===== config.mk =====
export PLATFORM = sky130hd
export DESIGN_NAME = llki_discrete_master
export DESIGN_NICKNAME = d
export VERILOG_FILES = /design/src/rtl/llki_discrete_master.sv
export SDC_FILE = /design/constraint.sdc
export NUM_CORES = 1
export LEC_CHECK = 0
export ABC_CLOCK_PERIOD_IN_PS = 4000
export BUFFER_PORTS_ARGS = -buffer_cell sky130_fd_sc_hd__buf_2
export CORE_AREA = 2 2 73 128
export CTS_BUF_LIST = sky130_fd_sc_hd__clkbuf_4 sky130_fd_sc_hd__clkbuf_8
export DETAILED_ROUTE_END_ITERATION = 7
export DIE_AREA = 0 0 75 130
export PLACE_DENSITY_LB_ADDON = 0.25
export SYNTH_ARGS = -nofsm -noshare
export SYNTH_HDL_FRONTEND = slang
export SYNTH_SLANG_ARGS = --single-unit
export TNS_END_PERCENT = 30

===== constraint.sdc =====
create_clock -name clk -period 4 [get_ports clk]
set_input_delay 0.8 -clock clk [delete_from_list [all_inputs] [get_ports clk]]
set_output_delay 0.8 -clock clk [all_outputs]
set_load 0.03 [all_outputs]

===== src/rtl/llki_discrete_master.sv =====
// Initiator side of the LLKI discrete key-load link. It takes one host command at a time,
// streams key words from local key memory to the slave, waits for the acknowledge and reports one status.
module llki_discrete_master #(
  parameter int DATA_W      = 64,
  parameter int MAX_WORDS   = 8,
  parameter int ADDR_W      = 3,
  parameter int TIMEOUT_CYC = 255
) (
  input  logic              clk,
  input  logic              rst,
  input  logic              cmd_valid,
  output logic              cmd_ready,
  input  logic [1:0]        cmd_op,
  input  logic [3:0]        cmd_len,
  output logic              kmem_rd,
  output logic [ADDR_W-1:0] kmem_addr,
  input  logic [DATA_W-1:0] kmem_rdata,
  output logic              llki_valid,
  input  logic              llki_ready,
  output logic [1:0]        llki_op,
  output logic [DATA_W-1:0] llki_data,
  output logic              llki_last,
  output logic              llki_abort,
  input  logic              llki_resp_valid,
  input  logic [1:0]        llki_resp_status,
  output logic              rsp_valid,
  output logic [2:0]        rsp_status,
  output logic              busy,
  output logic              key_loaded
);

  localparam int TCNT_W = $clog2(TIMEOUT_CYC + 1);

  localparam logic [1:0] OP_LOAD  = 2'b00;
  localparam logic [1:0] OP_CLEAR = 2'b01;
  localparam logic [1:0] OP_ILL   = 2'b11;

  localparam logic [2:0] ST_OK      = 3'd0;
  localparam logic [2:0] ST_ERR_OP  = 3'd1;
  localparam logic [2:0] ST_ERR_LEN = 3'd2;
  localparam logic [2:0] ST_ERR_TMO = 3'd3;
  localparam logic [2:0] ST_ERR_SLV = 3'd4;

  typedef enum logic [2:0] {
    S_IDLE,
    S_FETCH,
    S_SEND,
    S_WAIT_ACK,
    S_DONE
  } state_t;

  state_t              r_state;
  state_t              w_next;
  logic [1:0]          r_op;
  logic [3:0]          r_len;
  logic [3:0]          r_idx;
  logic [DATA_W-1:0]   r_data;
  logic                r_cap;
  logic [TCNT_W-1:0]   r_tcnt;
  logic [2:0]          r_status;
  logic                r_abort;
  logic                r_key_loaded;

  logic                w_accept;
  logic                w_set_status;
  logic [2:0]          w_status;
  logic                w_abort;
  logic                w_inc;
  logic                w_last;
  logic                w_tmo;
  logic                w_len_bad;
  logic [DATA_W-1:0]   w_data;

  assign w_last    = (r_op == OP_LOAD) ? (r_idx == (r_len - 4'd1)) : 1'b1;
  assign w_tmo     = (r_tcnt == TCNT_W'(TIMEOUT_CYC));
  assign w_len_bad = (cmd_len == 4'd0) || (int'(cmd_len) > MAX_WORDS);
  // Memory data arrives in the first SEND cycle; it is forwarded straight through
  // and captured so the beat stays stable however long the slave stalls.
  assign w_data    = r_cap ? kmem_rdata : r_data;

  // Valid/ready: a beat transfers on any cycle with llki_valid & llki_ready; while
  // llki_valid is high without llki_ready, op/data/last hold. Commands likewise
  // transfer on cmd_valid & cmd_ready.
  always_comb begin
    w_next       = r_state;
    w_accept     = 1'b0;
    w_set_status = 1'b0;
    w_status     = ST_OK;
    w_abort      = 1'b0;
    w_inc        = 1'b0;
    case (r_state)
      S_IDLE: begin
        if (cmd_valid) begin
          w_accept = 1'b1;
          if (cmd_op == OP_ILL) begin
            w_next       = S_DONE;
            w_set_status = 1'b1;
            w_status     = ST_ERR_OP;
          end else if (cmd_op == OP_LOAD && w_len_bad) begin
            w_next       = S_DONE;
            w_set_status = 1'b1;
            w_status     = ST_ERR_LEN;
          end else if (cmd_op == OP_LOAD) begin
            w_next = S_FETCH;
          end else begin
            w_next = S_SEND;
          end
        end
      end
      S_FETCH: w_next = S_SEND;
      S_SEND: begin
        if (llki_ready) begin
          if (w_last) begin
            w_next = S_WAIT_ACK;
          end else begin
            w_next = S_FETCH;
            w_inc  = 1'b1;
          end
        end else if (w_tmo) begin
          w_next       = S_DONE;
          w_set_status = 1'b1;
          w_status     = ST_ERR_TMO;
          w_abort      = 1'b1;
        end
      end
      S_WAIT_ACK: begin
        if (llki_resp_valid) begin
          w_next       = S_DONE;
          w_set_status = 1'b1;
          w_status     = (llki_resp_status == 2'd0) ? ST_OK : ST_ERR_SLV;
        end else if (w_tmo) begin
          w_next       = S_DONE;
          w_set_status = 1'b1;
          w_status     = ST_ERR_TMO;
          w_abort      = 1'b1;
        end
      end
      S_DONE:  w_next = S_IDLE;
      default: w_next = S_IDLE;
    endcase
  end

  always_ff @(posedge clk or posedge rst) begin
    if (rst) begin
      r_state      <= S_IDLE;
      r_op         <= 2'b00;
      r_len        <= 4'd0;
      r_idx        <= 4'd0;
      r_data       <= '0;
      r_cap        <= 1'b0;
      r_tcnt       <= '0;
      r_status     <= ST_OK;
      r_abort      <= 1'b0;
      r_key_loaded <= 1'b0;
    end else begin
      r_state <= w_next;
      r_abort <= w_abort;
      r_cap   <= (r_state == S_FETCH);
      if (w_accept) begin
        r_op   <= cmd_op;
        r_len  <= cmd_len;
        r_idx  <= 4'd0;
        r_data <= '0;
      end else if (r_cap) begin
        r_data <= kmem_rdata;
      end
      if (w_inc) begin
        r_idx <= r_idx + 4'd1;
      end
      if (r_state != w_next) begin
        r_tcnt <= '0;
      end else if (r_state == S_SEND || r_state == S_WAIT_ACK) begin
        r_tcnt <= r_tcnt + TCNT_W'(1);
      end
      if (w_set_status) begin
        r_status <= w_status;
      end
      // A failed load leaves the slave's key state unknown, so treat it as unloaded.
      if (r_state == S_DONE) begin
        if (r_op == OP_LOAD) begin
          r_key_loaded <= (r_status == ST_OK);
        end else if (r_op == OP_CLEAR && r_status == ST_OK) begin
          r_key_loaded <= 1'b0;
        end
      end
    end
  end

  assign cmd_ready  = (r_state == S_IDLE);
  assign busy       = (r_state != S_IDLE);
  assign kmem_rd    = (r_state == S_FETCH);
  assign kmem_addr  = (r_state == S_FETCH) ? ADDR_W'(r_idx) : '0;
  assign llki_valid = (r_state == S_SEND);
  assign llki_op    = (r_state == S_SEND) ? r_op : 2'b00;
  assign llki_data  = (r_state == S_SEND) ? w_data : '0;
  assign llki_last  = (r_state == S_SEND) ? w_last : 1'b0;
  assign llki_abort = r_abort;
  assign rsp_valid  = (r_state == S_DONE);
  assign rsp_status = (r_state == S_DONE) ? r_status : ST_OK;
  assign key_loaded = r_key_loaded;

endmodule

==> results.txt, run 1 <==
- The synthesized netlist occupies a cell area of approximately 4400 µm².
* Crit path cell chain: or3b_2 -> buf_4 -> nor2_1 -> buf_2
- Post-synthesis average cell area: between 9 and 10 µm²
- In this run, post-CTS repair resized a total of 0 instances.
- Cell type with the largest total area after synthesis: sky130_fd_sc_hd__dfrtp_1
- Post-Route Setup TNS: 0 ns
- Summing the areas of all and, or, nand and nor instances in the mapped netlist gives about 21% of the synthesized area.
- After synthesis, the share of flip-flops with an asynchronous set or reset is 100%.
* Reported leakage power: about 2.9 nW
* Core box area: ~8800 µm²
* Most used flip-flop cell after synthesis: sky130_fd_sc_hd__dfrtp_1
- Half-perimeter wire length after detailed placement: between 7000 and 8000 µm
- Total I/O pin count: approximately 160
* Initial Util: around half
- CTS sink cnt: 91
- Run status: complete, no violations
- Count of filler cells inserted in the layout: about 790
- After synthesis, the largest family of logic cells by area is simple AND/OR/NAND/NOR gates.
- In the routed design, unresolved DRC markers number 0.
- Clock-pin slew was measured on the worst setup and hold paths at ~0.09 ns.
* Most used cells in the layout excluding fill and tap cells: sky130_fd_sc_hd__buf_2, sky130_fd_sc_hd__nor2_1, sky130_fd_sc_hd__dfrtp_1
- Buffers plus inverters on the worst setup path: 2
* Worst Setup Start Kind: flop
* Synthesized-area fraction occupied by xor and xnor cells: approximately 1.7%
* Port buffer count: around 160
- Transition time at the pin with the least slew margin: 1.15 ns
* Number of standard cells after synthesis: between 400 and 500
- The congestion estimate from routability-driven global placement came to about 0.9.
- Total gr overflow: 0
* Sequential element share of the synthesized area: approximately half
- After clock tree synthesis, the flow added hold-fix buffers numbering 0.
- In this run the worst path has a maximum fanout of 43.
- Routed via count divided by cell count: between 5 and 6
- Final Util: between 60% and 70%
- Data on the critical path is required at its endpoint by 3.20 ns.
* Number of buffers inserted during clock tree synthesis: 9
- The first global-routing pass estimated roughly 16,000 µm of wire.
* Post-synthesis to final-layout area growth: 23.6%
* Proportion of netlist area held by the largest area contributor: slightly above 50%
* Antenna violations before repair: 0
- Most common cell after layout, fill and taps aside: sky130_fd_sc_hd__buf_2
- Post-route antenna net violation count: 0
- First-iteration detailed-routing DRC count: ~220
- In this run, distinct cell masters in the synthesized netlist total between 40 and 50.
- The die is 75 µm wide.
- Synth Net Count: 536
- The floorplan step defined a die boundary enclosing about 9800 µm².
- Via count of the first global-routing pass: ~3.5k
* Maximum number of pins on one net before global-route repair: 70
- Grouping stages by cell kind, the critical path spends the most delay in simple AND/OR/NAND/NOR gates.
- Share of synthesized cell area in full adder, half adder and majority cells: under 10%
- The final layout contains 679 nets.
- The post-route netlist has between 30% and 40% of its cells at a drive strength greater than 1.
* Worst relative slew slack: 23.1%
* Crit path arrival time: between 2 and 2.5 ns
- Multiplexer share of the synthesized area: between 10% and 20%
* Worst clock skew: slightly above 0.01 ns
* Post-synth EDFFs: 0
* Share of the synthesized area in compound gates (AO/OA/AOI/OAI): 4.93%
- Tightest Hold Check Type: flop to flop
* Top post-synthesis cells by area: sky130_fd_sc_hd__dfrtp_1, sky130_fd_sc_hd__mux2i_1, sky130_fd_sc_hd__nor2_1
- Max Cap Violations: 0
* Slew Limit Fails: 0
- Drt total wl: 10,600 µm
* Cell at the root of the clock tree: sky130_fd_sc_hd__clkbuf_8
- After floorplanning, the core was divided into 46 placement rows.
- Delay of the slowest cell on the worst path: 0.87 ns
* Height of the die: around 130 µm
- Counting tap cells, the placed design contains a total of slightly above 700 instances.
* Via count: 3,654
* RSZ-0062 raised after global routing: false
* Aggregate global-route resource usage: 22.1%
- Final count of negative-setup-slack endpoints: 0
- Final Instance Count excl. Fillers: about 720
* Slowest cell on crit path: sky130_fd_sc_hd__or3b_2
* H-Tree Level Count: 3
* Kind of end point of the critical path: primary output
- Top achievable clock speed: 306 MHz
* TritonCTS clock tree: yes
- Router iterations before antenna repair: 4
- Insertion delay to the later sink of the worst-skew pair: between 0.3 and 0.4 ns
- For this design the ratio of total power to cell area is ~740 nW/µm².
* Startpoint-to-endpoint class of the critical path: flop to primary output
- Hold Violations, Final: 0
- Warning count from the yosys run: 0
* Routed wire per std cell: between 10 and 15 µm
- Post-CTS setup-driven buffer insertion count: 0
- Clock period minus worst slack: approximately 3.3 ns
- After layout, the worst path uses about four fifths of the clock period.
* Worst ir drop on vdd: about 0.6 mV
* Clk buf depth: 2
- Flops & latches, synth: approximately 90
==> Yosys cell counts, types with 2 or more instances <==
library cell / number
sky130_fd_sc_hd__nand2_1: 26
sky130_fd_sc_hd__a221o_1: 2
sky130_fd_sc_hd__o21a_1: 2
sky130_fd_sc_hd__xor2_1: 3
sky130_fd_sc_hd__nand3b_1: 3
sky130_fd_sc_hd__or3_4: 2
sky130_fd_sc_hd__xnor2_1: 3
sky130_fd_sc_hd__clkbuf_1: 7
sky130_fd_sc_hd__inv_1: 13
sky130_fd_sc_hd__a21oi_1: 5
sky130_fd_sc_hd__dfrtp_1: 91
sky130_fd_sc_hd__o21ai_1: 2
sky130_fd_sc_hd__and2_1: 4
sky130_fd_sc_hd__buf_2: 11
sky130_fd_sc_hd__o21ai_0: 8
sky130_fd_sc_hd__nor3_1: 5
sky130_fd_sc_hd__mux2i_1: 67
sky130_fd_sc_hd__buf_1: 7
sky130_fd_sc_hd__a31oi_1: 4
sky130_fd_sc_hd__buf_6: 3
sky130_fd_sc_hd__and3_1: 3
sky130_fd_sc_hd__nand3_2: 2
sky130_fd_sc_hd__nor2_1: 144
sky130_fd_sc_hd__ha_1: 5
sky130_fd_sc_hd__mux2_2: 2
sky130_fd_sc_hd__nand3_1: 9
==> routing by layer <==
metal  GRT usage [%]  vias up  share of wire, %
li1                -     1783                 -
met1            25.3     1745                37
met2            38.3      106                55
met3            4.86       20               4.9
met4            10.5        0               3.0
met5               0        -                 0
==> stage by stage <==
stage,worst slack [ns],hold WS [ns],area [µm²],power [W]
2_1_floorplan,0.836,0.455,4440,0.00293
3_3_place_gp,1.19,0.461,5270,0.00333
3_5_place_dp,1.11,0.482,5270,0.00341
4_1_cts,0.704,0.501,5480,0.00410
5_1_grt,0.593,0.522,5480,0.00434
6_report,0.729,0.496,5490,0.00405
==> power breakdown <==
group	internal (W)	total [W]	switching (W)
registers	0.00123	0.00149	0.000257
clock network	0.000386	0.000687	0.000300
logic	0.000646	0.00188	0.00123
==> cell type report <==
cell class,count,area [µm²],share of cell area (%)
antenna,1,2.50,0.0456
clock buffer,12,159,2.90
clock inverter,2,60.1,1.09
inverter,14,53.8,0.981
multi-input combinational,321,1970,35.9
sequential,91,2280,41.6
tap,120,150,2.74
timing repair buffer,160,811,14.8
==> cells by family (layout without fill, tap and decap cells) <==
family	after synthesis	count (layout)
compound gates	31	31
xor+xnor	7	7
fa+ha+maj	5	5
buf+inv	42	188
flops	91	91
mux	69	69
other cells	0	1
simple gates	209	209
==> worst reg2reg max path: cells and delay by family (launching register included) <==
kind               cells  cell delay, ns
DFF                    1            0.52
AOI/OAI and AO/OA      3            0.59
and+or+nand+nor        3            1.26
==> path summary, 6_finish.rpt <==
path / startpoint / endpoint / slack (ns) / depth (start not counted)
worst max-delay path: r_state[2]$_DFF_PP0_ / llki_data[57] / 0.73 / 4
worst min-delay path: key_loaded$_DFFE_PP0P_ / key_loaded$_DFFE_PP0P_ / 0.50 / 2
worst max register to register: r_state[2]$_DFF_PP0_ / r_tcnt[2]$_DFFE_PP0P_ / 1.56 / 6
worst min register to register: key_loaded$_DFFE_PP0P_ / key_loaded$_DFFE_PP0P_ / 0.50 / 2
max in group asynchronous: rst / r_cap$_DFF_PP0_ / 2.50 / 3
min in group asynchronous: rst / r_data[42]$_DFF_PP0_ / 0.70 / 2
==> state kept, by name (all words and copies together) (netlist names) <==
register and cells:
r_idx 4, r_status 3, r_tcnt 8, r_data 64, r_state 3, r_cap 1
r_op 2, llki_abort 1, r_len 4, key_loaded 1
(Power assumes the default switching activity.)
==> run 2: changes to the inputs <==
--- a/config.mk
+++ b/config.mk
@@ -5,12 +5,12 @@
 export SDC_FILE = /design/constraint.sdc
 export NUM_CORES = 1
 export LEC_CHECK = 0
-export ABC_CLOCK_PERIOD_IN_PS = 4000
+export ABC_CLOCK_PERIOD_IN_PS = 2870
 export BUFFER_PORTS_ARGS = -buffer_cell sky130_fd_sc_hd__buf_2
-export CORE_AREA = 2 2 73 128
+export CORE_AREA = 2 2 77 134
 export CTS_BUF_LIST = sky130_fd_sc_hd__clkbuf_4 sky130_fd_sc_hd__clkbuf_8
 export DETAILED_ROUTE_END_ITERATION = 7
-export DIE_AREA = 0 0 75 130
+export DIE_AREA = 0 0 79 136
 export PLACE_DENSITY_LB_ADDON = 0.25
 export SYNTH_ARGS = -nofsm -noshare
 export SYNTH_HDL_FRONTEND = slang
==> constraint.sdc (replaced) <==
create_clock -name clk -period 2.87 [get_ports clk]
set_input_delay 0.574 -clock clk [delete_from_list [all_inputs] [get_ports clk]]
set_output_delay 0.574 -clock clk [all_outputs]
set_load 0.03 [all_outputs]
==> run 2 against run 1 <==
Flip-flop and latch count is the same. Utilization shrank 5.0 points. Sequential power grew 32%. Routed wire length shrank 1.6%. Register-to-register slack lost 0.93 ns. Hold slack lost 0.17 ns. Global-route usage shrank 2.5 points. Die area grew 10%. Largest cell class unchanged.
==> results.txt, run 2 (same netlist as run 1, synthesis figures left out) <==
- Run status: complete, no violations
- Setup total negative slack on the finished layout was measured at 0 ns.
- Kind of end point of the critical path: primary output
- Design Area, Final: 5580 µm²
- Height of the die: ~140 µm
* Post-place instance area: 5360 µm²
* Routed via count divided by cell count: ~5.0
- After clock tree synthesis, the repair step resized 0 gates.
* Post-route fraction of the period consumed by the critical path: 92.3%
- The number of global-route vias before repair was 3,612.
* Tightest Hold Check Type: input port to async pin
- Drt total wl: roughly 10,000 µm
- After detailed routing, the average wire length per cell comes to 14.3 µm.
- Half-perimeter wire length after detailed placement: approximately 7800 µm
- Worst Setup Start Kind: flop
* Buffers plus inverters on the worst setup path: 2
- Total gr overflow: 0
* Clock period minus worst slack: 2.65 ns
- Clock tree synthesis selected as its root buffer the cell sky130_fd_sc_hd__clkbuf_8.
- Global routing consumed, over all layers together, about 20% of the routing resources.
- Measured along the x axis, the die boundary spans approximately 80 µm.
* First-iteration detailed-routing DRC count: roughly 120
- The floorplan step defined a die boundary enclosing approximately 11,000 µm².
* RSZ-0062 raised after global routing: false
* Port buffer count: 156
- Crit path arrival time: approximately 2.1 ns
- Counting the buffers created by CTS gives 9.
* Wire length of the first global-routing pass: between 15,000 and 20,000 µm
- Max Cap Violations: 0
* Top Registers: r_data: 64 flops, r_tcnt: 8 flops
* TritonCTS clock tree: yes
* CP Max Fanout: 31
* H-Tree Level Count: 3
- Via count: ~3.7k
* Worst slack on hold paths: approximately 0.33 ns
- Top achievable clock speed: 378 MHz
- Entering global routing, the biggest net connects 39 pins.
- For the worst setup path, the data required time is approximately 2.3 ns.
- Among cell families on the critical path, the largest total delay comes from simple AND/OR/NAND/NOR gates.
- The top cell types in the final layout, fill and taps aside, are sky130_fd_sc_hd__buf_2, sky130_fd_sc_hd__nor2_1, sky130_fd_sc_hd__dfrtp_1.
* Clock input transition at the sequential cells of the worst setup and hold paths: 0.09 ns
- After detailed routing, the number of remaining DRC violations is 0.
* Insertion delay to the later sink of the worst-skew pair: around 0.36 ns
* Slew Limit Fails: 0
* Worst clock skew: around 0.011 ns
* CTS sink cnt: 91
- Walking the worst path, the cells encountered are or3b_2 -> buf_4 -> nor2_1 -> buf_2.
- The first detailed-routing pass ran for 4 iterations.
- At the pin with the least slew margin, the transition time is between 0.7 and 0.8 ns.
* Most common cell after layout, fill and taps aside: sky130_fd_sc_hd__buf_2
- Reported leakage power: 2.89 nW
- Clk buf depth: 2
* Slowest cell on crit path: sky130_fd_sc_hd__dfrtp_1
- 0 antenna diodes ended up in the layout.
- Num rows: 48
* Final Util: a little under three fifths
- Relative to the synthesized area, the layout overhead comes to 25.6%.
- Hold buffer count at cts: 0
* Worst relative slew slack: about half
- The congestion estimate from routability-driven global placement came to around 0.88.
- Startpoint-to-endpoint class of the critical path: flop to primary output
* Initial Util: around 46%
- In the final layout, the share of cells above drive strength 1 is about a third.
- Power density cells: slightly above 1000 nW/µm²
- Post-route antenna net violation count: 0
- On the worst path, the slowest cell contributes a delay of between 0.5 and 0.6 ns.
- In this run the post-CTS setup repair buffer count came out at 0.
- The register with the most flip-flops in the layout has 64 of them.
- Across the VDD grid, the largest voltage drop is ~0.78 mV.
* Hold Violations, Final: 0
- Final count of negative-setup-slack endpoints: 0
- Core box area: around 10000 µm²
- Total number of nets in the final design: approximately 690
- Ranked by flip-flop count, first place goes to r_data.
- Total I/O pin count: between 150 and 200
* Antenna violations before repair: 0
## run 2: metal layers
| layer | GRT usage [%] | routed length [µm] |
|---|---|---|
| met1 | 22.7 | 4090 |
| met2 | 34.6 | 5560 |
| met3 | 3.59 | 499 |
| met4 | 9.48 | 307 |
| met5 | 0 | 0 |
## run 2: worst paths after layout
| check | from | end | slack (ns) | depth (start not counted) |
|---|---|---|---|---|
| max | r_state[2]$_DFF_PP0_ | llki_data[45] | 0.22 | 4 |
| min | rst | r_data[18]$_DFF_PP0_ | 0.33 | 2 |
| max reg2reg | r_state[1]$_DFF_PP0_ | r_tcnt[6]$_DFFE_PP0P_ | 0.63 | 7 |
| min reg2reg | key_loaded$_DFFE_PP0P_ | key_loaded$_DFFE_PP0P_ | 0.50 | 2 |
| max in group asynchronous | rst | r_state[2]$_DFF_PP0_ | 1.88 | 3 |
| min in group clk | cmd_len[1] | r_len[1]$_DFFE_PP0P_ | 0.45 | 3 |
## run 2: area by class of cell
class | instances | area, µm²
fillers | 907 | 4150
repair buffers | 166 | 893
inverters | 14 | 56.3
clock inverters | 4 | 73.8
flip-flops and latches | 91 | 2280
clock buffers | 11 | 145
well taps | 125 | 156
multi-input cells | 321 | 1970
## run 2: power breakdown
part,internal (W),total [W],switching [W],leakage [nW]
registers,0.00172,0.00197,0.000257,1.22
logic,0.000946,0.00277,0.00182,1.57
clock network,0.000521,0.000947,0.000426,0.113
total,0.00318,0.00569,0.00251,2.89
## run 2: metrics by stage
stage | setup slack [ns] | power (W) | cells
after CTS | 0.225 | 0.00576 | 732
after detailed placement | 0.630 | 0.00479 | 717
after floorplan | 0.398 | 0.00409 | 454
after global placement | 0.645 | 0.00473 | 717
after global routing | 0.114 | 0.00609 | 732
final | 0.222 | 0.00569 | 732
